--- src/rtl/mem_port_arbiter.sv ---
// mem_port_arbiter
//
// Shares one single-port, fixed-latency memory between the instruction-fetch
// stage and the MEM stage of a 5-stage MIPS pipeline. Each access is
// sequenced as grant -> issue -> wait -> capture -> ready pulse. Data
// accesses have priority. A starvation counter forces a fetch grant after
// STARVE_MAX consecutive data grants made while fetch was waiting.
//
// Ports
//   clk_i, reset_i            clock, synchronous active-high reset
//   if_req_i, if_addr_i       fetch request (held until if_ready_o)
//   if_rdata_o, if_ready_o    fetched word, one-cycle completion pulse
//   dm_read_i, dm_write_i     data request (held until dm_ready_o)
//   dm_addr_i, dm_wdata_i     data address / write data
//   dm_rdata_o, dm_ready_o    read word, one-cycle completion pulse
//   mem_en_o, mem_we_o        memory strobe (one cycle per access), write enable
//   mem_addr_o, mem_wdata_o   memory address / write data, valid with mem_en_o
//   mem_rdata_i               memory read data, MEM_LAT cycles after mem_en_o
//   pipe_stall_o              some requester is still unserved
//   busy_o                    arbiter is not idle
//
// state | meaning
// IDLE  | sample requests, pick a winner, latch address/wdata
// ISSUE | mem_en_o high for the latched access
// WAIT  | count down the read latency, capture mem_rdata_i on the last count
// DONE  | ready pulse to the granted requester

module mem_port_arbiter #(
    parameter int ADDR_W     = 32,
    parameter int DATA_W     = 32,
    parameter int MEM_LAT    = 2,
    parameter int STARVE_MAX = 4
) (
    input  logic              clk_i,
    input  logic              reset_i,
    input  logic              if_req_i,
    input  logic [ADDR_W-1:0] if_addr_i,
    output logic [DATA_W-1:0] if_rdata_o,
    output logic              if_ready_o,
    input  logic              dm_read_i,
    input  logic              dm_write_i,
    input  logic [ADDR_W-1:0] dm_addr_i,
    input  logic [DATA_W-1:0] dm_wdata_i,
    output logic [DATA_W-1:0] dm_rdata_o,
    output logic              dm_ready_o,
    output logic              mem_en_o,
    output logic              mem_we_o,
    output logic [ADDR_W-1:0] mem_addr_o,
    output logic [DATA_W-1:0] mem_wdata_o,
    input  logic [DATA_W-1:0] mem_rdata_i,
    output logic              pipe_stall_o,
    output logic              busy_o
);

    typedef enum logic [1:0] {IDLE, ISSUE, WAIT, DONE} state_t;

    localparam logic [3:0] LAT_C    = 4'(MEM_LAT);
    localparam logic [3:0] STARVE_C = 4'(STARVE_MAX);

    state_t              state_q, state_d;
    logic [3:0]          cnt_q, cnt_d;
    logic [3:0]          starve_q, starve_d;
    logic                gnt_dm_q, gnt_dm_d;
    logic                mem_en_q, mem_en_d;
    logic                mem_we_q, mem_we_d;
    logic [ADDR_W-1:0]   mem_addr_q, mem_addr_d;
    logic [DATA_W-1:0]   mem_wdata_q, mem_wdata_d;
    logic [DATA_W-1:0]   if_rdata_q, if_rdata_d;
    logic                if_ready_q, if_ready_d;
    logic [DATA_W-1:0]   dm_rdata_q, dm_rdata_d;
    logic                dm_ready_q, dm_ready_d;

    logic dm_req;
    logic force_if;

    assign dm_req   = dm_read_i | dm_write_i;
    assign force_if = if_req_i && (starve_q == STARVE_C);

    always_comb begin
        state_d     = state_q;
        cnt_d       = cnt_q;
        starve_d    = starve_q;
        gnt_dm_d    = gnt_dm_q;
        mem_en_d    = 1'b0;
        mem_we_d    = 1'b0;
        mem_addr_d  = mem_addr_q;
        mem_wdata_d = mem_wdata_q;
        if_rdata_d  = if_rdata_q;
        if_ready_d  = 1'b0;
        dm_rdata_d  = dm_rdata_q;
        dm_ready_d  = 1'b0;

        case (state_q)
            IDLE: begin
                if (if_req_i || dm_req) begin
                    state_d  = ISSUE;
                    mem_en_d = 1'b1;
                    if (dm_req && !force_if) begin
                        gnt_dm_d    = 1'b1;
                        // read+write together performs the write only
                        mem_we_d    = dm_write_i;
                        mem_addr_d  = dm_addr_i;
                        mem_wdata_d = dm_wdata_i;
                        if (!if_req_i) begin
                            starve_d = 4'd0;
                        end else if (starve_q != STARVE_C) begin
                            starve_d = starve_q + 4'd1;
                        end
                    end else begin
                        gnt_dm_d   = 1'b0;
                        mem_addr_d = if_addr_i;
                        starve_d   = 4'd0;
                    end
                end
            end
            ISSUE: begin
                if (mem_we_q) begin
                    // only the data port can write
                    state_d    = DONE;
                    dm_ready_d = 1'b1;
                end else begin
                    cnt_d   = LAT_C;
                    state_d = WAIT;
                end
            end
            WAIT: begin
                cnt_d = cnt_q - 4'd1;
                // count of 1 here is the cycle the counter reaches 0,
                // i.e. MEM_LAT cycles after the issue cycle
                if (cnt_q == 4'd1) begin
                    state_d = DONE;
                    if (gnt_dm_q) begin
                        dm_rdata_d = mem_rdata_i;
                        dm_ready_d = 1'b1;
                    end else begin
                        if_rdata_d = mem_rdata_i;
                        if_ready_d = 1'b1;
                    end
                end
            end
            DONE: begin
                state_d = IDLE;
            end
            default: begin
                state_d = IDLE;
            end
        endcase
    end

    always_ff @(posedge clk_i) begin
        if (reset_i) begin
            state_q     <= IDLE;
            cnt_q       <= '0;
            starve_q    <= '0;
            gnt_dm_q    <= 1'b0;
            mem_en_q    <= 1'b0;
            mem_we_q    <= 1'b0;
            mem_addr_q  <= '0;
            mem_wdata_q <= '0;
            if_rdata_q  <= '0;
            if_ready_q  <= 1'b0;
            dm_rdata_q  <= '0;
            dm_ready_q  <= 1'b0;
        end else begin
            state_q     <= state_d;
            cnt_q       <= cnt_d;
            starve_q    <= starve_d;
            gnt_dm_q    <= gnt_dm_d;
            mem_en_q    <= mem_en_d;
            mem_we_q    <= mem_we_d;
            mem_addr_q  <= mem_addr_d;
            mem_wdata_q <= mem_wdata_d;
            if_rdata_q  <= if_rdata_d;
            if_ready_q  <= if_ready_d;
            dm_rdata_q  <= dm_rdata_d;
            dm_ready_q  <= dm_ready_d;
        end
    end

    assign mem_en_o     = mem_en_q;
    assign mem_we_o     = mem_we_q;
    assign mem_addr_o   = mem_addr_q;
    assign mem_wdata_o  = mem_wdata_q;
    assign if_rdata_o   = if_rdata_q;
    assign if_ready_o   = if_ready_q;
    assign dm_rdata_o   = dm_rdata_q;
    assign dm_ready_o   = dm_ready_q;
    assign busy_o       = (state_q != IDLE);
    assign pipe_stall_o = (if_req_i & ~if_ready_q) | (dm_req & ~dm_ready_q);

endmodule

--- config.mk ---
export PLATFORM = sky130hd
export DESIGN_NAME = mem_port_arbiter
export DESIGN_NICKNAME = d
export VERILOG_FILES = /design/src/rtl/mem_port_arbiter.sv
export SDC_FILE = /design/constraint.sdc
export NUM_CORES = 1
export LEC_CHECK = 0
export CAP_MARGIN = 25
export CORE_UTILIZATION = 35
export CTS_BUF_LIST = sky130_fd_sc_hd__clkbuf_2
export CTS_CLUSTER_SIZE = 20
export DETAILED_ROUTE_END_ITERATION = 7
export PLACE_DENSITY_LB_ADDON = 0.25
export SLEW_MARGIN = 20
export SYNTH_ARGS = -nofsm -noshare
export SYNTH_HDL_FRONTEND = slang
export SYNTH_SLANG_ARGS = --single-unit
export TNS_END_PERCENT = 1
--- constraint.sdc ---
create_clock -name clk_i -period 2.35 [get_ports clk_i]
set_input_delay 0.47 -clock clk_i [delete_from_list [all_inputs] [get_ports clk_i]]
set_output_delay 0.47 -clock clk_i [all_outputs]
set_load 0.01 [all_outputs]
==> results.sh, run 1 <==
export IMPL_run_status="finished clean"
export IMPL_numClockSinks=143
export IMPL_synth_top_cell_by_area="dfxtp_1"
export IMPL_drtAntennaViolNets=0
export IMPL_synth_edf_count=0
export IMPL_yosys_cell_count_top_type="nand2_1"
export IMPL_synth_fp_nets=827
export IMPL_i_o_pin_cnt=267
export IMPL_syn_avg_cell_area_um2=8.26
export IMPL_post_synth_most_frequent_cells="nand2_1, dfxtp_1, a21oi_1, nor2_1, a311oi_2"
export IMPL_synth_seq_area_share_pct=50.4
export IMPL_tightest_slew_ns=0.460
export IMPL_syn_inst=687
export IMPL_layout_drive_gt1_share_pct=9.17
export IMPL_synth_top_cells_by_area="dfxtp_1, nand2_1, a21oi_1"
export IMPL_max_slew_margin_pct=69.1
export IMPL_final_cell_count_without_fillers=1165
export IMPL_area_grow_syn2layout_pct=54.7
export IMPL_synth_area_mm2=0.00568
export IMPL_globalRoute_busiestLayer="met2"
export IMPL_finalMaxSlewViolations=0
export IMPL_dpl_hpwl_um=10800
export IMPL_design_core_area_mm2=0.0159
export IMPL_clk_skew_ns=0.0273
export IMPL_cellPowerDensity_mw_per_mm2=858
export IMPL_worstSetupEndpointType="output pin"
export IMPL_drtIter0Drc=252
export IMPL_largest_net_degree_at_the_start_of_global_routing=67
export IMPL_worst_path_buf_inv=1
export IMPL_critPathKind="flip-flop to output pin"
export IMPL_synth_distinct_cells=38
export IMPL_post_route_util_pct=55.3
export IMPL_drt_vias_per_instance=4.63
export IMPL_routed_via_count=5394
export IMPL_place_port_buffers=266
export IMPL_cts_clk_slew_worst_paths_ns=0.25
export IMPL_worstPathMaxFanout=4
export IMPL_antenna_violations_before_repair=0
export IMPL_timing_final_ws_setup_ns=0.191
export IMPL_rr_startpoint="state_q[0]"
export IMPL_ys_ff_latch=143
export IMPL_total_leakage_power_nw=3.14
export IMPL_met3_usage_pct=8.05
export IMPL_synth_warning_count=0
export IMPL_rsz0062_at_grt="false"
export IMPL_grt_total_usage_pct=18.5
export IMPL_initial_core_util_pct=35.7
export IMPL_remaining_drc_errors=0
export IMPL_number_of_buffers_created_by_cts=17
export IMPL_async_reset_ff_share_pct=0
export IMPL_crit_path_max_cell_delay_ns=0.57
export IMPL_finalCriticalPeriod_ns=2.16
export IMPL_routed_wl_um=15700
export IMPL_cts_hold_buffers=0
export IMPL_nets=1076
export IMPL_gpl_wtd_cong=0.741
export IMPL_crit_family="buffers and inverters"
export IMPL_place_ws_ns=0.180
export IMPL_timing_hold_worst_start="reset_i"
export IMPL_worstPathRequired_ns=1.88
export IMPL_synthFlopType="dfxtp_1"
export IMPL_p_total_mw=7.53
export IMPL_critical_path_startpoint_type="flip-flop"
export IMPL_insertion_delay_ns=0.71
export IMPL_std_cell_rows=46
export IMPL_cts_max_level=4
export IMPL_worst_hold_class="input pin to flip-flop"
export IMPL_fp_dieH_um=129
export IMPL_horizontal_extent_of_the_die_um=129
export IMPL_grt_pass1_wl_um=24100
export IMPL_crit_path_cell_trace="clkdlybuf4s50_1"
export IMPL_timing_critical_path_from="mem_we_o"
export IMPL_ctsRootBufferMaster="clkbuf_2"
export IMPL_cap_violations=0
export IMPL_timing_critical_path_slowest_stage_cell="clkdlybuf4s50_1"
export IMPL_vdd_ir_drop_worst_mv=0.491
export IMPL_first_global_vias=4802
export IMPL_post_synth_top_area_fraction_pct=50.4
export IMPL_final_period_utilization_pct=91.9
export IMPL_clock_path_buffers=2
export IMPL_highest_clock_rate_mhz=463
export IMPL_fp_dieArea_mm2=0.0167
export IMPL_critical_path_arrival_ns=1.69
export IMPL_route_detailed_wl_per_inst_um=13.5
export IMPL_n_antenna_cell=0
export IMPL_numPlacedInstances=1132
export IMPL_grt_ovfl_total=0
export IMPL_timing_setup_tns_ns=0
export IMPL_grt_util_met1_pct=22.1
export IMPL_first_pass_iters=4
export IMPL_final_hold_viol_count=0
export IMPL_tritoncts_clock_tree="done"
export IMPL_setup_viol=0
export IMPL_use_met2_pct=29.2
cell usage in the layout (no fill, tap or decap), drive strengths merged, types with 3 or more instances in the layout:
master / Yosys / layout
a21oi: 103 / 103
inv: 8 / 13
clkinvlp: 0 / 5
a22oi: 3 / 3
nand3: 3 / 3
a32oi: 3 / 3
a311oi: 32 / 32
clkinv: 0 / 3
o21ai: 4 / 4
ha: 7 / 7
clkbuf: 16 / 17
buf: 36 / 18
nand2: 261 / 261
clkdlybuf4s50: 0 / 263
dfxtp: 143 / 143
nor2: 44 / 44
and2: 3 / 3
registers in the layout, summed over array words and instances, names as in the netlist:
signal and count:
dm_ready_o 1, starve_q 4, cnt_q 4, mem_addr_o 32, state_q 2, if_rdata_o 32, mem_en_o 1, mem_wdata_o 32
if_ready_o 1, dm_rdata_o 32, mem_we_o 1, gnt_dm_q 1
path summary, 6_finish.rpt:
path,end,slack (ns),cells after the start
hold reg to reg,dm_rdata_o[13],0.47,2
setup reg to reg,dm_rdata_o[21],0.46,7
hold / removal,mem_wdata_o[13],0.17,2
setup / recovery,mem_we_o,0.19,1
metal layers:
metal  part of all wire [%]  wire, um
met1                     43      6720
met2                     46      7180
met3                     10      1600
met4                    1.3       207
met5                      0         0
power by group:
group / internal [mW] / switching (mW) / leakage, nW
combinational: 1.50 / 1.52 / 1.84
clock: 0.500 / 0.974 / 0.131
sequential: 2.83 / 0.210 / 1.17
total: 4.83 / 2.70 / 3.14
final cells by class:
class | count | area, um2
multi-input cells | 484 | 2510
repair buffers | 282 | 2850
well taps | 216 | 270
clock buffers | 17 | 85.1
inverters | 8 | 30.0
flip-flops and latches | 143 | 2870
fillers | 1513 | 7110
clock inverters | 15 | 160
per-stage QoR:
step / hold slack (ns) / instance area, um2
6_report: 0.170 / 8780
5_1_grt: 0.0857 / 8780
4_1_cts: 0.0910 / 8770
3_5_place_dp: 0.445 / 8510
3_3_place_gp: 0.440 / 8510
2_1_floorplan: 0.467 / 5680
cells by family after synthesis:
group / count (synthesis) / synth area share (%)
simple gates: 325 / 22.8
buf+inv: 60 / 5.58
xor+xnor: 2 / 0.309
mux: 2 / 0.375
flops: 143 / 50.4
compound gates: 148 / 19.0
fa+ha+maj: 7 / 1.54
what timing repair did:
item | CTS | global route
setup endpoints to repair | 1 | 2
gates resized for setup | 6 | 3
setup buffers | 1 | 0
Power figures use the tool's default switching activity.
==> run 2, diff against run 1 <==
Settings changed: HOLD_SLACK_MARGIN from default to 0.15.
==> results.sh, run 2 (synthesis gave the netlist of run 1 again) <==
export IMPL_run_status="finished clean"
export IMPL_place_ws_ns=0.180
export IMPL_fp_dieArea_mm2=0.0167
export IMPL_critical_path_startpoint_type="flip-flop"
export IMPL_switching_share_pct=35.9
export IMPL_critical_path_arrival_ns=1.69
export IMPL_tightest_slew_ns=0.463
export IMPL_routed_via_count=5404
export IMPL_final_period_utilization_pct=92.1
export IMPL_gpl_wtd_cong=0.741
export IMPL_cellPowerDensity_mw_per_mm2=857
export IMPL_insertion_delay_ns=0.72
export IMPL_i_o_pin_cnt=267
export IMPL_worstSetupEndpointType="output pin"
export IMPL_worstPathRequired_ns=1.88
export IMPL_finalMaxSlewViolations=0
export IMPL_total_leakage_power_nw=3.14
export IMPL_finalCriticalPeriod_ns=2.16
export IMPL_clock_path_buffers=2
export IMPL_remaining_drc_errors=0
export IMPL_grt_pass1_wl_um=24200
export IMPL_max_slew_margin_pct=68.9
export IMPL_crit_path_max_cell_delay_ns=0.57
export IMPL_fin_area_mm2=0.00879
export IMPL_largest_net_degree_at_the_start_of_global_routing=67
export IMPL_most_frequent_standard_cell_in_the_layout_excluding_fill_and_tap_cells="clkdlybuf4s50_1"
export IMPL_grt_ovfl_total=0
export IMPL_tritoncts_clock_tree="done"
export IMPL_std_cell_rows=46
export IMPL_intPower_mw=4.83
export IMPL_numClockSinks=143
export IMPL_n_antenna_cell=0
export IMPL_cap_violations=0
export IMPL_nets=1077
export IMPL_antenna_violations_before_repair=0
export IMPL_clk_skew_ns=0.0279
export IMPL_worst_path_buf_inv=1
export IMPL_vdd_ir_drop_worst_mv=0.491
export IMPL_worst_hold_path_endpoint="mem_wdata_o[2]"
export IMPL_final_layout_fill_cell_count=1512
export IMPL_setup_viol=0
export IMPL_final_hold_viol_count=0
export IMPL_worst_r2r_dst="dm_rdata_o[21]"
export IMPL_initial_core_util_pct=35.7
export IMPL_combPwrFrac_pct=40.0
export IMPL_worst_hold_slack_ns=0.254
export IMPL_layout_drive_gt1_share_pct=9.16
export IMPL_fp_dieH_um=129
export IMPL_highest_clock_rate_mhz=462
export IMPL_drt_vias_per_instance=4.63
export IMPL_cts_max_level=4
export IMPL_cts_clk_slew_worst_paths_ns=0.25
export IMPL_area_of_the_multi_input_gates_mm2=0.00251
export IMPL_final_cell_mix="clkdlybuf4s50_1, nand2_1, dfxtp_1"
export IMPL_timing_hold_worst_start="dm_wdata_i[2]"
export IMPL_first_global_vias=4817
export IMPL_first_pass_iters=4
export IMPL_detailed_place_area_mm2=0.00851
export IMPL_total_switching_power_mw=2.70
export IMPL_route_detailed_wl_per_inst_um=13.5
export IMPL_worst_hold_class="input pin to flip-flop"
export IMPL_timing_setup_tns_ns=0
export IMPL_timing_critical_path_slowest_stage_cell="clkdlybuf4s50_1"
export IMPL_crit_path_cell_trace="clkdlybuf4s50_1"
export IMPL_critPathKind="flip-flop to output pin"
export IMPL_logic_depth_of_the_worst_register_to_register_path=7
export IMPL_reg2reg_setup_slack_ns=0.46
export IMPL_clockPowerShare_pct=19.6
export IMPL_rr_startpoint="state_q[0]"
export IMPL_area_grow_syn2layout_pct=54.8
export IMPL_drtAntennaViolNets=0
export IMPL_drtIter0Drc=249
export IMPL_routed_wl_um=15800
export IMPL_rsz0062_at_grt="false"
export IMPL_place_port_buffers=266
export IMPL_timing_final_ws_setup_ns=0.186
export IMPL_crit_family="buffers and inverters"
export IMPL_seqPwrFrac_pct=40.4
export IMPL_number_of_buffers_created_by_cts=17
export IMPL_worstPathMaxFanout=4
export IMPL_dpl_hpwl_um=10800
export IMPL_ctsRootBufferMaster="clkbuf_2"
export IMPL_register_area_mm2=0.00287
export IMPL_design_core_area_mm2=0.0159
export IMPL_horizontal_extent_of_the_die_um=129
export IMPL_grt_total_usage_pct=18.6
export IMPL_hold_depth=3
run 2: area by class of cell:
type                            count  area share (%)
Multi-Input combinational cell    484            28.6
Sequential cell                   143            32.6
Timing Repair Buffer              283            32.6
Clock buffer                       17           0.968
Tap cell                          216            3.08
Clock inverter                     15            1.82
Inverter                            8           0.342
run 2: worst max path at each step:
stage          startpoint             to  slack, ns  depth (start not counted)
2_1_floorplan  state_q[0]  if_rdata_o[0]       0.80                          8
3_3_place_gp   dm_write_i   pipe_stall_o       0.19                          4
3_5_place_dp   dm_write_i   pipe_stall_o       0.18                          4
4_1_cts        if_ready_o   pipe_stall_o       0.03                          2
5_1_grt          mem_we_o       mem_we_o       0.05                          1
6_report         mem_we_o       mem_we_o       0.19                          1
run 2: routing by layer:
metal | up-vias | track usage [%] | wire length [um]
met3 | 17 | 8.05 | 1610
met5 | - | 0 | 0
met4 | 0 | 7.34 | 235
met2 | 197 | 29.3 | 7160
met1 | 2415 | 22.1 | 6740
li1 | 2775 | - | -
run 2: what timing repair did:
| item | in CTS | in global routing |
|---|---|---|
| gates resized for setup | 6 | 3 |
| hold buffers | 1 | 0 |
| buffers inserted | 1 | 0 |
| setup endpoints to repair | 1 | 2 |
| endpoints found under the hold margin | 29 | 0 |
run 2: power by group through the flow:
stage / clock network, mW / logic [mW] / registers, mW
after detailed placement: 0 / 3.00 / 3.09
after global routing: 1.64 / 3.29 / 3.10
final: 1.48 / 3.01 / 3.04
after global placement: 0 / 2.96 / 3.09
after CTS: 1.55 / 3.03 / 3.05
after floorplan: 0 / 1.52 / 3.24
run 2: per-stage QoR:
step	power [mW]	std cells	utilization [%]
2_1_floorplan	4.76	687	-
3_3_place_gp	6.05	1132	53.6
3_5_place_dp	6.10	1132	53.6
4_1_cts	7.62	1166	55.3
5_1_grt	8.03	1166	55.3
6_report	7.53	1166	55.3
==> run 3, diff against run 2 <==
Settings changed: CORE_MARGIN from default to 2.
==> results.sh, run 3 (synthesis gave the netlist of run 1 again) <==
export IMPL_run_status="finished clean"
export IMPL_max_slew_margin_pct=69.6
export IMPL_grt_pass1_wl_um=26100
export IMPL_std_cell_rows=46
export IMPL_finalMaxSlewViolations=0
export IMPL_reg2reg_setup_slack_ns=0.46
export IMPL_timing_critical_path_slowest_stage_cell="clkdlybuf4s50_1"
export IMPL_insertion_delay_ns=0.69
export IMPL_fp_dieH_um=131
export IMPL_most_frequent_standard_cell_in_the_layout_excluding_fill_and_tap_cells="clkdlybuf4s50_1"
export IMPL_timing_critical_path_from="mem_addr_o[16]"
export IMPL_worst_hold_slack_ns=0.284
export IMPL_dpl_hpwl_um=10900
export IMPL_i_o_pin_cnt=267
export IMPL_rsz0062_at_grt="false"
export IMPL_remaining_drc_errors=0
export IMPL_numClockSinks=143
export IMPL_initial_core_util_pct=35.7
export IMPL_clock_path_buffers=2
export IMPL_cellPowerDensity_mw_per_mm2=872
export IMPL_crit_family="buffers and inverters"
export IMPL_gpl_wtd_cong=0.776
export IMPL_clk_skew_ns=0.0310
export IMPL_area_of_the_multi_input_gates_mm2=0.00251
export IMPL_first_global_vias=5300
export IMPL_post_route_util_pct=55.8
export IMPL_cts_repair_timing_setup_buffer_count=0
export IMPL_cts_max_level=4
export IMPL_setup_viol=0
export IMPL_critical_path_arrival_ns=1.66
export IMPL_tightest_slew_ns=0.451
export IMPL_finalCriticalPeriod_ns=2.13
export IMPL_drt_vias_per_instance=4.64
export IMPL_ctsRootBufferMaster="clkbuf_2"
export IMPL_largest_net_degree_at_the_start_of_global_routing=81
export IMPL_worst_r2r_dst="dm_rdata_o[18]"
export IMPL_timing_setup_tns_ns=0
export IMPL_crit_path_cell_trace="clkdlybuf4s50_1"
export IMPL_hold_depth=3
export IMPL_grt_ovfl_total=0
export IMPL_final_layout_fill_cell_count=1537
export IMPL_number_of_buffers_created_by_cts=17
export IMPL_tritoncts_clock_tree="done"
export IMPL_total_leakage_power_nw=3.18
export IMPL_cap_violations=0
export IMPL_crit_path_max_cell_delay_ns=0.58
export IMPL_place_port_buffers=266
export IMPL_grt_total_usage_pct=18.6
export IMPL_logic_depth_of_the_worst_register_to_register_path=7
export IMPL_drtIter0Drc=304
export IMPL_area_grow_syn2layout_pct=56.1
export IMPL_timing_final_ws_setup_ns=0.220
export IMPL_drtAntennaViolNets=0
export IMPL_worst_hold_class="input pin to flip-flop"
export IMPL_worstPathRequired_ns=1.88
export IMPL_antenna_violations_before_repair=1
export IMPL_final_hold_viol_count=0
export IMPL_vdd_ir_drop_worst_mv=0.452
export IMPL_timing_hold_worst_start="dm_wdata_i[23]"
export IMPL_worstPathMaxFanout=2
export IMPL_layout_drive_gt1_share_pct=9.18
export IMPL_place_ws_ns=0.131
export IMPL_critPathKind="flip-flop to output pin"
export IMPL_worst_path_buf_inv=1
export IMPL_design_core_area_mm2=0.0159
export IMPL_horizontal_extent_of_the_die_um=131
export IMPL_worstSetupEndpointType="output pin"
export IMPL_route_detailed_wl_per_inst_um=13.9
export IMPL_worst_hold_path_endpoint="mem_wdata_o[23]"
export IMPL_critical_path_startpoint_type="flip-flop"
export IMPL_highest_clock_rate_mhz=469
export IMPL_cts_clk_slew_worst_paths_ns=0.22
export IMPL_routed_via_count=5407
export IMPL_register_area_mm2=0.00287
export IMPL_nets=1076
export IMPL_final_cell_mix="clkdlybuf4s50_1, nand2_1, dfxtp_1"
export IMPL_final_period_utilization_pct=90.6
export IMPL_rr_startpoint="state_q[0]"
export IMPL_fp_dieArea_mm2=0.0173
export IMPL_first_pass_iters=6
export IMPL_routed_wl_um=16100
-- run 3: how the worst max path moves through the flow --
stage	end	slack, ns	cells after the start
after detailed placement	pipe_stall_o	0.13	4
after floorplan	if_rdata_o[0]	0.80	8
after global routing	mem_wdata_o[6]	0.04	1
after global placement	pipe_stall_o	0.13	4
after CTS	pipe_stall_o	0.02	2
final	mem_addr_o[16]	0.22	1
-- run 3: metrics by stage --
stage	instance area, um2	instances	power, mW
2_1_floorplan	5680	687	4.76
3_3_place_gp	8540	1131	6.11
3_5_place_dp	8540	1131	6.14
4_1_cts	8840	1163	7.83
5_1_grt	8860	1165	8.27
6_report	8860	1165	7.73
-- run 3: power by group --
group	total (mW)	leakage, nW	internal [mW]	switching (mW)
registers	3.04	1.17	2.83	0.212
logic	3.05	1.86	1.53	1.51
clock network	1.64	0.158	0.704	0.935
total	7.73	3.18	5.07	2.66
-- run 3: final cells by class --
class                           count  share of cell area, %
Antenna cell                        1                 0.0283
Clock inverter                     13                   2.12
Inverter                            8                  0.339
Tap cell                          216                   3.05
Clock buffer                       18                   1.02
Sequential cell                   143                   32.4
Timing Repair Buffer              282                   32.7
Multi-Input combinational cell    484                   28.4
-- run 3: what timing repair did --
item / 4_1_cts / 5_1_grt
endpoints found under the setup margin: 1 / 3
resized for setup: 6 / 5
hold buffers: 1 / 1
endpoints found under the hold margin: 3 / 1
-- run 3: routing by layer --
metal	GRT usage [%]	up-vias	share of wire, %
met1	21.9	2427	43
met3	7.52	22	8.5
li1	-	2765	-
met5	0	-	0
met4	6.76	0	1.7
met2	30.5	193	47
